### src/rtl/uart_tx_buffered_pkg.sv
// Shared UART definitions: transmit FSM state encodings
// and the default bit period for a 50 MHz clock at 115200 baud.
package uart_tx_buffered_pkg;

  localparam int CLKS_PER_BIT_DEF = 434;

  typedef enum logic [1:0] {
    S_IDLE  = 2'd0,
    S_START = 2'd1,
    S_DATA  = 2'd2,
    S_STOP  = 2'd3
  } tx_state_e;

endpackage

### src/rtl/uart_tx_buffered_byte_fifo.sv
// Byte FIFO with registered read data; RDATA is valid
// the cycle after RD. Writes while full are dropped.
module byte_fifo #(
  parameter int AW = 4
) (
  input  logic          CLK,
  input  logic          RST,
  input  logic          WR,
  input  logic [7:0]    WDATA,
  input  logic          RD,
  output logic [7:0]    RDATA,
  output logic [AW:0]   COUNT,
  output logic          FULL,
  output logic          EMPTY
);

  localparam logic [AW:0] DEPTH = {1'b1, {AW{1'b0}}};

  logic [7:0]    mem [2**AW];
  logic [AW-1:0] wptr;
  logic [AW-1:0] rptr;
  logic          do_wr;
  logic          do_rd;

  assign FULL  = (COUNT == DEPTH);
  assign EMPTY = (COUNT == '0);
  assign do_wr = WR && !FULL;
  assign do_rd = RD && !EMPTY;

  always_ff @(posedge CLK) begin
    if (RST) begin
      wptr  <= '0;
      rptr  <= '0;
      COUNT <= '0;
      RDATA <= '0;
    end else begin
      if (do_wr) wptr <= wptr + 1'b1;
      if (do_rd) begin
        rptr  <= rptr + 1'b1;
        RDATA <= mem[rptr];
      end
      case ({do_wr, do_rd})
        2'b10:   COUNT <= COUNT + 1'b1;
        2'b01:   COUNT <= COUNT - 1'b1;
        default: COUNT <= COUNT;
      endcase
    end
  end

  always_ff @(posedge CLK) begin
    if (do_wr) mem[wptr] <= WDATA;
  end

endmodule

### src/rtl/uart_tx_buffered.sv
// Buffered 8N1 UART transmitter: byte FIFO feeding an
// LSB-first serialiser with a registered TXD.
module uart_tx_buffered
  import uart_tx_buffered_pkg::*;
#(
  parameter int CLKS_PER_BIT = CLKS_PER_BIT_DEF,
  parameter int FIFO_AW      = 4
) (
  input  logic       CLK,
  input  logic       RST,
  input  logic [7:0] DATA,
  input  logic       DATA_READY,
  output logic       FULL,
  output logic       IDLE,
  output logic       OVERFLOW,
  output logic       TXD
);

  localparam logic [15:0] BAUD_LAST = 16'(CLKS_PER_BIT - 1);

  tx_state_e        state_q, state_d;
  logic [15:0]      baud_q, baud_d;
  logic [2:0]       bit_q, bit_d;
  logic [7:0]       shift_q;
  logic             load_q;
  logic             ovf_q;
  logic             txd_q;
  logic             pop;
  logic             baud_last;
  logic [7:0]       rdata;
  logic [FIFO_AW:0] count;
  logic             fifo_full;
  logic             fifo_empty;

  byte_fifo #(.AW(FIFO_AW)) u_fifo (
    .CLK   (CLK),
    .RST   (RST),
    .WR    (DATA_READY),
    .WDATA (DATA),
    .RD    (pop),
    .RDATA (rdata),
    .COUNT (count),
    .FULL  (fifo_full),
    .EMPTY (fifo_empty)
  );

  assign baud_last = (baud_q == BAUD_LAST);
  assign FULL      = fifo_full;
  assign IDLE      = (state_q == S_IDLE) && (count == '0);
  assign OVERFLOW  = ovf_q;
  assign TXD       = txd_q;

  always_comb begin
    state_d = state_q;
    baud_d  = baud_q + 16'd1;
    bit_d   = bit_q;
    pop     = 1'b0;
    unique case (state_q)
      S_IDLE: begin
        baud_d = '0;
        if (!fifo_empty) begin
          pop     = 1'b1;
          state_d = S_START;
        end
      end
      S_START: begin
        if (baud_last) begin
          baud_d  = '0;
          bit_d   = '0;
          state_d = S_DATA;
        end
      end
      S_DATA: begin
        if (baud_last) begin
          baud_d = '0;
          bit_d  = bit_q + 3'd1;
          if (bit_q == 3'd7) state_d = S_STOP;
        end
      end
      S_STOP: begin
        if (baud_last) begin
          baud_d = '0;
          if (!fifo_empty) begin
            pop     = 1'b1;
            state_d = S_START;
          end else begin
            state_d = S_IDLE;
          end
        end
      end
    endcase
  end

  // shift register loads one cycle after the pop (read latency)
  always_ff @(posedge CLK) begin
    if (RST) begin
      state_q <= S_IDLE;
      baud_q  <= '0;
      bit_q   <= '0;
      shift_q <= '0;
      load_q  <= 1'b0;
      ovf_q   <= 1'b0;
      txd_q   <= 1'b1;
    end else begin
      state_q <= state_d;
      baud_q  <= baud_d;
      bit_q   <= bit_d;
      load_q  <= pop;
      if (load_q) begin
        shift_q <= rdata;
      end else if (state_q == S_DATA && baud_last) begin
        shift_q <= {1'b0, shift_q[7:1]};
      end
      if (DATA_READY && fifo_full) ovf_q <= 1'b1;
      unique case (state_q)
        S_START: txd_q <= 1'b0;
        S_DATA:  txd_q <= shift_q[0];
        default: txd_q <= 1'b1;
      endcase
    end
  end

endmodule

### config.mk
export PLATFORM = sky130hd
export DESIGN_NAME = uart_tx_buffered
export DESIGN_NICKNAME = d
export VERILOG_FILES = /design/src/rtl/uart_tx_buffered_pkg.sv /design/src/rtl/uart_tx_buffered_byte_fifo.sv /design/src/rtl/uart_tx_buffered.sv
export SDC_FILE = /design/constraint.sdc
export NUM_CORES = 1
export LEC_CHECK = 0
export ABC_AREA = 0
export CAP_MARGIN = 20
export CORE_ASPECT_RATIO = 0.75
export CORE_UTILIZATION = 47
export DETAILED_ROUTE_END_ITERATION = 7
export PLACE_DENSITY = 0.62
export SYNTH_ARGS = -nofsm -noshare
export SYNTH_HDL_FRONTEND = slang
export SYNTH_SLANG_ARGS = --single-unit
export TNS_END_PERCENT = 30
### constraint.sdc
create_clock -name CLK -period 2.7 [get_ports CLK]
set_input_delay 0.54 -clock CLK [delete_from_list [all_inputs] [get_ports CLK]]
set_output_delay 0.54 -clock CLK [all_outputs]
set_load 0.05 [all_outputs]
==> results.ini, run 1 <==
[route]
wirelength_um = 13900
dr_total_vias = 4184
viasPerCell = 5.53
drcViolationCount = 0
first_pass_iters = 5
first_iter_violations = 301
wl_per_cell_um = 18.4
ant_nets = 0

[run_status]
status = finished, final reports clean

[power_and_ir_drop]
finalPower_uw = 7730
powerDensity_mw_per_mm2 = 901
p_sw_uw = 2120
peakVddDrop_mv = 0.386
seqPwrFrac_pct = 43.1
p_int_uw = 5610
pwr-share-comb_pct = 26.3
clockPowerShare_pct = 30.6
swShare_pct = 27.4
p_leak_uw = 0.00291

[timing]
totalNegativeSetupSlack_ns = 0
period_minus_slack_ns = 2.59
finClkSkew_ns = 0.00786
rsz0062_at_grt = no
max_freq_mhz = 386
hold_viol = 0
post-route-period-util_pct = 95.9
slew_viol_final = 0
relSlewSlack_pct = 48.7
worstMarginPinSlew_ns = 0.767
holdWs_ns = 0.462
finalSetupViolations = 0

[grt]
overflow = 0
grt_max_degree = 39
first_global_vias = 4216
grt_util_all_layers_pct = 18.6
antenna_found_initial = 0
grt_pass1_wl_um = 22500

[critical_path]
worst_path_largest_cell_delay_ns = 0.56
critPathSlowestCell = or4_4
timing.rr.end = u_fifo.COUNT[4]$_SDFFE_PP0P_
crit_family = simple AND/OR/NAND/NOR gates
worst_setup_path_start_kind = flip-flop
cp.buffers_inverters = 0
ff2ff_setup_slack_ns = 0.11
critPathCaptureType = flip-flop
crit_fanout = 3
worstPathArrival_ns = 2.93
worstSetupPathType = flip-flop to flip-flop
reg2reg_depth = 10
r2r-start = u_fifo.COUNT[0]$_SDFFE_PP0P_
crit_chain = or4_4 -> o221ai_4 -> nor2_2 -> ha_4 -> fa_2 -> a21o_1 -> a21oi_2 -> xor2_1 -> or3_1 -> a21oi_1
critPathRequiredTime_ns = 3.05

[floorplan]
die_w_um = 147
die_area_mm2 = 0.0162
initial_core_util_pct = 48.3
core_area_mm2 = 0.0153
rows = 39
io_pins = 15
die_h_um = 111

[place]
port_buffers = 14
post-place-cells = 723
dp_hpwl_um = 9300
gp_congestion = 0.756
placed_cell_area_mm2 = 0.00796

[cells_and_area]
nets = 569
layout_commonest_cell = edfxtp_1
drive_gt1_share_pct = 19.9
final_cell_area_mm2 = 0.00857
insertedDiodeCount = 0
stdcell_count = 757
nFillCells = 1237
syn_to_final_growth_pct = 16.1
final_cell_mix = edfxtp_1, nor2_1, dfxtp_1, nand2_1, buf_4

[min_path]
hold_end = shift_q[7]$_SDFFE_PP0P_
hold_path.class = flip-flop to flip-flop
hold_start = load_q$_SDFF_PP0_
holdPathStages = 2

[yosys]
synth_ff_type = edfxtp_1
synth.distinct_cells = 43
ys_seq_area_share_pct = 66.4
ys_warn_count = 0
syn_area_mm2 = 0.00738
synth_edf_count = 128
syn_nets = 525
synth.avg_cell_area_um2 = 14.9
ys_seq_elements = 181
async_reset_ff_share_pct = 0
synthCells = 495

[clock_tree]
cts_hold_buf = 0
htree_num_levels = 4
cts-root-buf = clkbuf_16
cts_tree = done
cts_buffers = 17
insertion_delay_ns = 0.42
ctsLongestPathBuffers = 2
path_clk_slew_ns = 0.06
cts.sinks = 181

[job]
cap_violations = 0

## power by group through the flow
stage               Sequential [uW]  Combinational (uW)  Clock, uW
floorplan                      3380                1460          0
global placement               3380                1950          0
detailed placement             3390                2000          0
CTS                            3330                2010       2410
global route                   3350                2250       2540
finish                         3330                2030       2370
## worst reg2reg max path, cell delays in order, from the launching register on
cell,delay [ns]
dfxtp_1,0.31
or4_4,0.56
o221ai_4,0.19
nor2_2,0.08
ha_4,0.18
fa_2,0.35
a21o_1,0.17
a21oi_2,0.14
xor2_1,0.09
or3_1,0.30
a21oi_1,0.14
## sequential cells by signal, summed over array words and instances (netlist names)
signal / flops
u_fifo.RDATA: 8
u_fifo.mem: 128
u_fifo.COUNT: 5
OVERFLOW: 1
bit_q: 3
shift_q: 8
TXD: 1
u_fifo.rptr: 4
load_q: 1
state_q: 2
baud_q: 16
u_fifo.wptr: 4
## how the worst max path moves through the flow
| stage | startpoint | end | slack, ns | depth (start not counted) |
|---|---|---|---|---|
| after CTS | u_fifo.COUNT[3]$_SDFFE_PP0P_ | u_fifo.COUNT[4]$_SDFFE_PP0P_ | 0.03 | 10 |
| final | u_fifo.COUNT[0]$_SDFFE_PP0P_ | u_fifo.COUNT[4]$_SDFFE_PP0P_ | 0.11 | 10 |
| after detailed placement | DATA_READY | u_fifo.COUNT[4]$_SDFFE_PP0P_ | -0.04 | 10 |
| after floorplan | u_fifo.COUNT[1]$_SDFFE_PP0P_ | u_fifo.COUNT[4]$_SDFFE_PP0P_ | 0.009 | 11 |
| after global routing | u_fifo.COUNT[0]$_SDFFE_PP0P_ | u_fifo.COUNT[4]$_SDFFE_PP0P_ | 0.008 | 10 |
| after global placement | DATA_READY | u_fifo.COUNT[4]$_SDFFE_PP0P_ | -0.005 | 10 |
## synthesized netlist by cell type (2+ instances only)
| cell type | n | area (um2) |
|---|---|---|
| and4_1 | 2 | 17.5 |
| nand2_1 | 35 | 131 |
| and2_1 | 3 | 18.8 |
| nand3_1 | 5 | 25.0 |
| nand4_1 | 4 | 25.0 |
| a311oi_1 | 7 | 61.3 |
| nor2_1 | 64 | 240 |
| o21ai_0 | 5 | 25.0 |
| buf_1 | 3 | 11.3 |
| or3_1 | 5 | 31.3 |
| edfxtp_1 | 128 | 3840 |
| dfxtp_1 | 53 | 1060 |
| nand2b_1 | 4 | 25.0 |
| mux4_2 | 32 | 721 |
| a41oi_1 | 2 | 17.5 |
| nor4_2 | 2 | 25.0 |
| o21a_1 | 2 | 15.0 |
| xnor2_1 | 9 | 78.8 |
| a21o_1 | 2 | 15.0 |
| clkbuf_1 | 13 | 48.8 |
| nor3b_1 | 2 | 15.0 |
| a22oi_1 | 18 | 135 |
| xor2_1 | 12 | 105 |
| a21oi_1 | 9 | 45.0 |
| nor2b_1 | 3 | 18.8 |
| nor3_1 | 7 | 35.0 |
| buf_2 | 6 | 30.0 |
| nor4_1 | 3 | 18.8 |
| inv_1 | 11 | 41.3 |
| mux2i_1 | 14 | 140 |
| ha_1 | 18 | 225 |
## per-stage QoR
stage	utilization (%)	setup WS, ns
finish	56.1	0.112
global route	56.1	0.00839
CTS	55.9	0.0306
detailed placement	52.1	-0.0397
global placement	52.1	-0.00523
floorplan	-	0.00887
## what timing repair did
item | 4_1_cts | 5_1_grt
pin swaps | 0 | 2
endpoints found under the setup margin | 1 | 2
resized for setup | 1 | 4
buffers inserted | 0 | 2
## cell families after synthesis
family / Yosys count / synth area share (%)
muxes: 47 / 11.9
adders and majority gates: 19 / 3.32
and+or+nand+nor: 143 / 8.96
AOI/OAI and AO/OA: 50 / 5.05
buffers and inverters: 34 / 1.88
DFF: 181 / 66.4
xor gates and xnor gates: 21 / 2.49
## per-layer routing
layer | global-route usage, % | wire (um) | vias to the layer above
met3 | 5.41 | 798 | 5
met5 | 0 | 0 | -
li1 | - | - | 1954
met2 | 28.2 | 6590 | 86
met1 | 26.6 | 6500 | 2139
met4 | 4.38 | 62 | 0
## final cells by class
type	count	area, um2	share of cell area (%)
flip-flops and latches	181	4910	57.2
multi-input cells	280	2390	27.9
clock buffers	29	534	6.23
repair buffers	48	404	4.71
well taps	205	256	2.99
clock inverters	3	41.3	0.482
inverters	11	41.3	0.482
No activity file was read; power rests on OpenSTA's default activity.
==> run 2, diff against run 1 <==
- CELL_PAD_IN_SITES_DETAIL_PLACEMENT: unset -> 1
- CELL_PAD_IN_SITES_GLOBAL_PLACEMENT: unset -> 2
- CORE_MARGIN: unset -> 1
- CORE_UTILIZATION: 47 -> 41
- PLACE_DENSITY: 0.62 -> 0.72
==> results.ini, run 2 (same netlist as run 1, synthesis figures left out) <==
[run_status]
status = finished, final reports clean

[place]
port_buffers = 14
dp_hpwl_um = 10400
gp_congestion = 0.713

[route]
wirelength_um = 15100
viasPerCell = 5.27
drcViolationCount = 0
first_pass_iters = 5
first_iter_violations = 263
ant_nets = 0
dr_total_vias = 4208
wl_per_cell_um = 18.9

[timing]
slew_viol_final = 0
max_freq_mhz = 380
rsz0062_at_grt = yes
worstMarginPinSlew_ns = 0.786
holdWs_ns = 0.472
relSlewSlack_pct = 47.5
finalSetupViolations = 0
finClkSkew_ns = 0.0110
post-route-period-util_pct = 97.5
hold_viol = 0
period_minus_slack_ns = 2.63

[cells_and_area]
syn_to_final_growth_pct = 17.0
insertedDiodeCount = 0
nets = 574
regMostFlops = u_fifo.mem
final_cell_mix = edfxtp_1, nor2_1, dfxtp_1, buf_4, nand2_1
drive_gt1_share_pct = 21.5
regArea_mm2 = 0.00491
nFillCells = 1759
layout_commonest_cell = edfxtp_1
largest_register_ffs = 128
multiInputGateArea_mm2 = 0.00238
largestRegisters = u_fifo.mem x128, baud_q x16

[power_and_ir_drop]
pwr-share-comb_pct = 26.7
p_leak_uw = 0.00290
peakVddDrop_mv = 0.421
powerDensity_mw_per_mm2 = 903
seqPwrFrac_pct = 42.7
finalPower_uw = 7800
p_sw_uw = 2320
p_int_uw = 5480
swShare_pct = 29.7
clockPowerShare_pct = 30.7

[floorplan]
initial_core_util_pct = 41.8
die_w_um = 157
io_pins = 15
core_area_mm2 = 0.0177
die_h_um = 118
die_area_mm2 = 0.0186
rows = 42

[job]
cap_violations = 0

[grt]
grt_pass1_wl_um = 24700
antenna_found_initial = 0
first_global_vias = 4493
grt_max_degree = 36
overflow = 0
grt_util_all_layers_pct = 18.0

[critical_path]
critPathCaptureType = flip-flop
worst_setup_path_start_kind = flip-flop
worstPathArrival_ns = 2.99
crit_fanout = 5
critPathRequiredTime_ns = 3.06
worstSetupPathType = flip-flop to flip-flop

[clock_tree]
cts-root-buf = clkbuf_16
cts_tree = done
ctsLongestPathBuffers = 2
htree_num_levels = 4
cts_buffers = 17
insertion_delay_ns = 0.42
path_clk_slew_ns = 0.07
cts.sinks = 181

[min_path]
hold_path.class = flip-flop to flip-flop

[run 2: changes by cell type in the layout (fill, tap and decap cells not counted), sizes merged]
| cell | previous run | this run |
|---|---|---|
| buf | 35 | 40 |
| clkbuf | 29 | 17 |
| clkinv | 1 | 4 |
| clkinvlp | 0 | 4 |
| inv | 12 | 17 |
[run 2: critical path: stages, from the launching register on]
cell and delay [ns]:
dfxtp_2 0.32, or4_4 0.58, o221ai_4 0.22, nor2_4 0.08, ha_4 0.18, fa_2 0.34
a21o_1 0.18, a21oi_2 0.14, xor2_1 0.09, or3_1 0.31, a21oi_1 0.12
[run 2: layer usage]
layer / vias up / GRT usage [%] / wire [um]
li1: 1969 / - / -
met1: 2191 / 26.1 / 7640
met2: 44 / 27.1 / 6910
met3: 4 / 4.51 / 453
met4: 0 / 4.78 / 71
met5: - / 0 / 0
[run 2: cell type report]
| type | instances | share of cell area (%) |
|---|---|---|
| timing repair buffer | 53 | 5.11 |
| clock buffer | 17 | 4.92 |
| sequential | 181 | 56.8 |
| clock inverter | 15 | 1.69 |
| inverter | 11 | 0.478 |
| tap | 242 | 3.50 |
| multi-input combinational | 280 | 27.5 |
[run 2: repair_timing]
item                       4_1_cts  5_1_grt
gates resized for setup          3        3
setup buffers                    0        4
setup endpoints to repair        2        1
hold buffers                     0        0
pin swaps                        0        7
[run 2: per-stage QoR]
stage | setup slack (ns) | util, % | area, um2 | cells | TNS [ns]
global route | -0.0424 | 48.9 | 8640 | 799 | -0.0424
global placement | -0.0198 | 45.5 | 8030 | 763 | -0.0198
finish | 0.0688 | 48.9 | 8640 | 799 | 0
detailed placement | -0.102 | 45.5 | 8030 | 763 | -0.102
CTS | 0.0171 | 48.8 | 8610 | 795 | 0
floorplan | 0.00887 | - | 7410 | 495 | 0
[run 2: power groups by stage]
stage | Clock, uW | Combinational (uW) | Sequential [uW]
4_1_cts | 2460 | 2070 | 3330
3_5_place_dp | 0 | 2040 | 3380
3_3_place_gp | 0 | 1980 | 3370
6_report | 2390 | 2080 | 3330
5_1_grt | 2550 | 2300 | 3360
2_1_floorplan | 0 | 1460 | 3380
[run 2: worst paths after layout]
path	start	endpoint	slack [ns]	cells past startpoint
worst min register to register	u_fifo.RDATA[7]$_SDFFE_PP0P_	shift_q[7]$_SDFFE_PP0P_	0.47	2
worst max-delay path	u_fifo.COUNT[0]$_SDFFE_PP0P_	u_fifo.COUNT[4]$_SDFFE_PP0P_	0.07	10
worst min-delay path	u_fifo.RDATA[7]$_SDFFE_PP0P_	shift_q[7]$_SDFFE_PP0P_	0.47	2
worst max register to register	u_fifo.COUNT[0]$_SDFFE_PP0P_	u_fifo.COUNT[4]$_SDFFE_PP0P_	0.07	10
==> run 3, diff against run 2 <==
- HOLD_SLACK_MARGIN: unset -> 0.12
==> results of run 3 <==
Same layout as run 2: the final DEF is identical, and so are final timing and power.
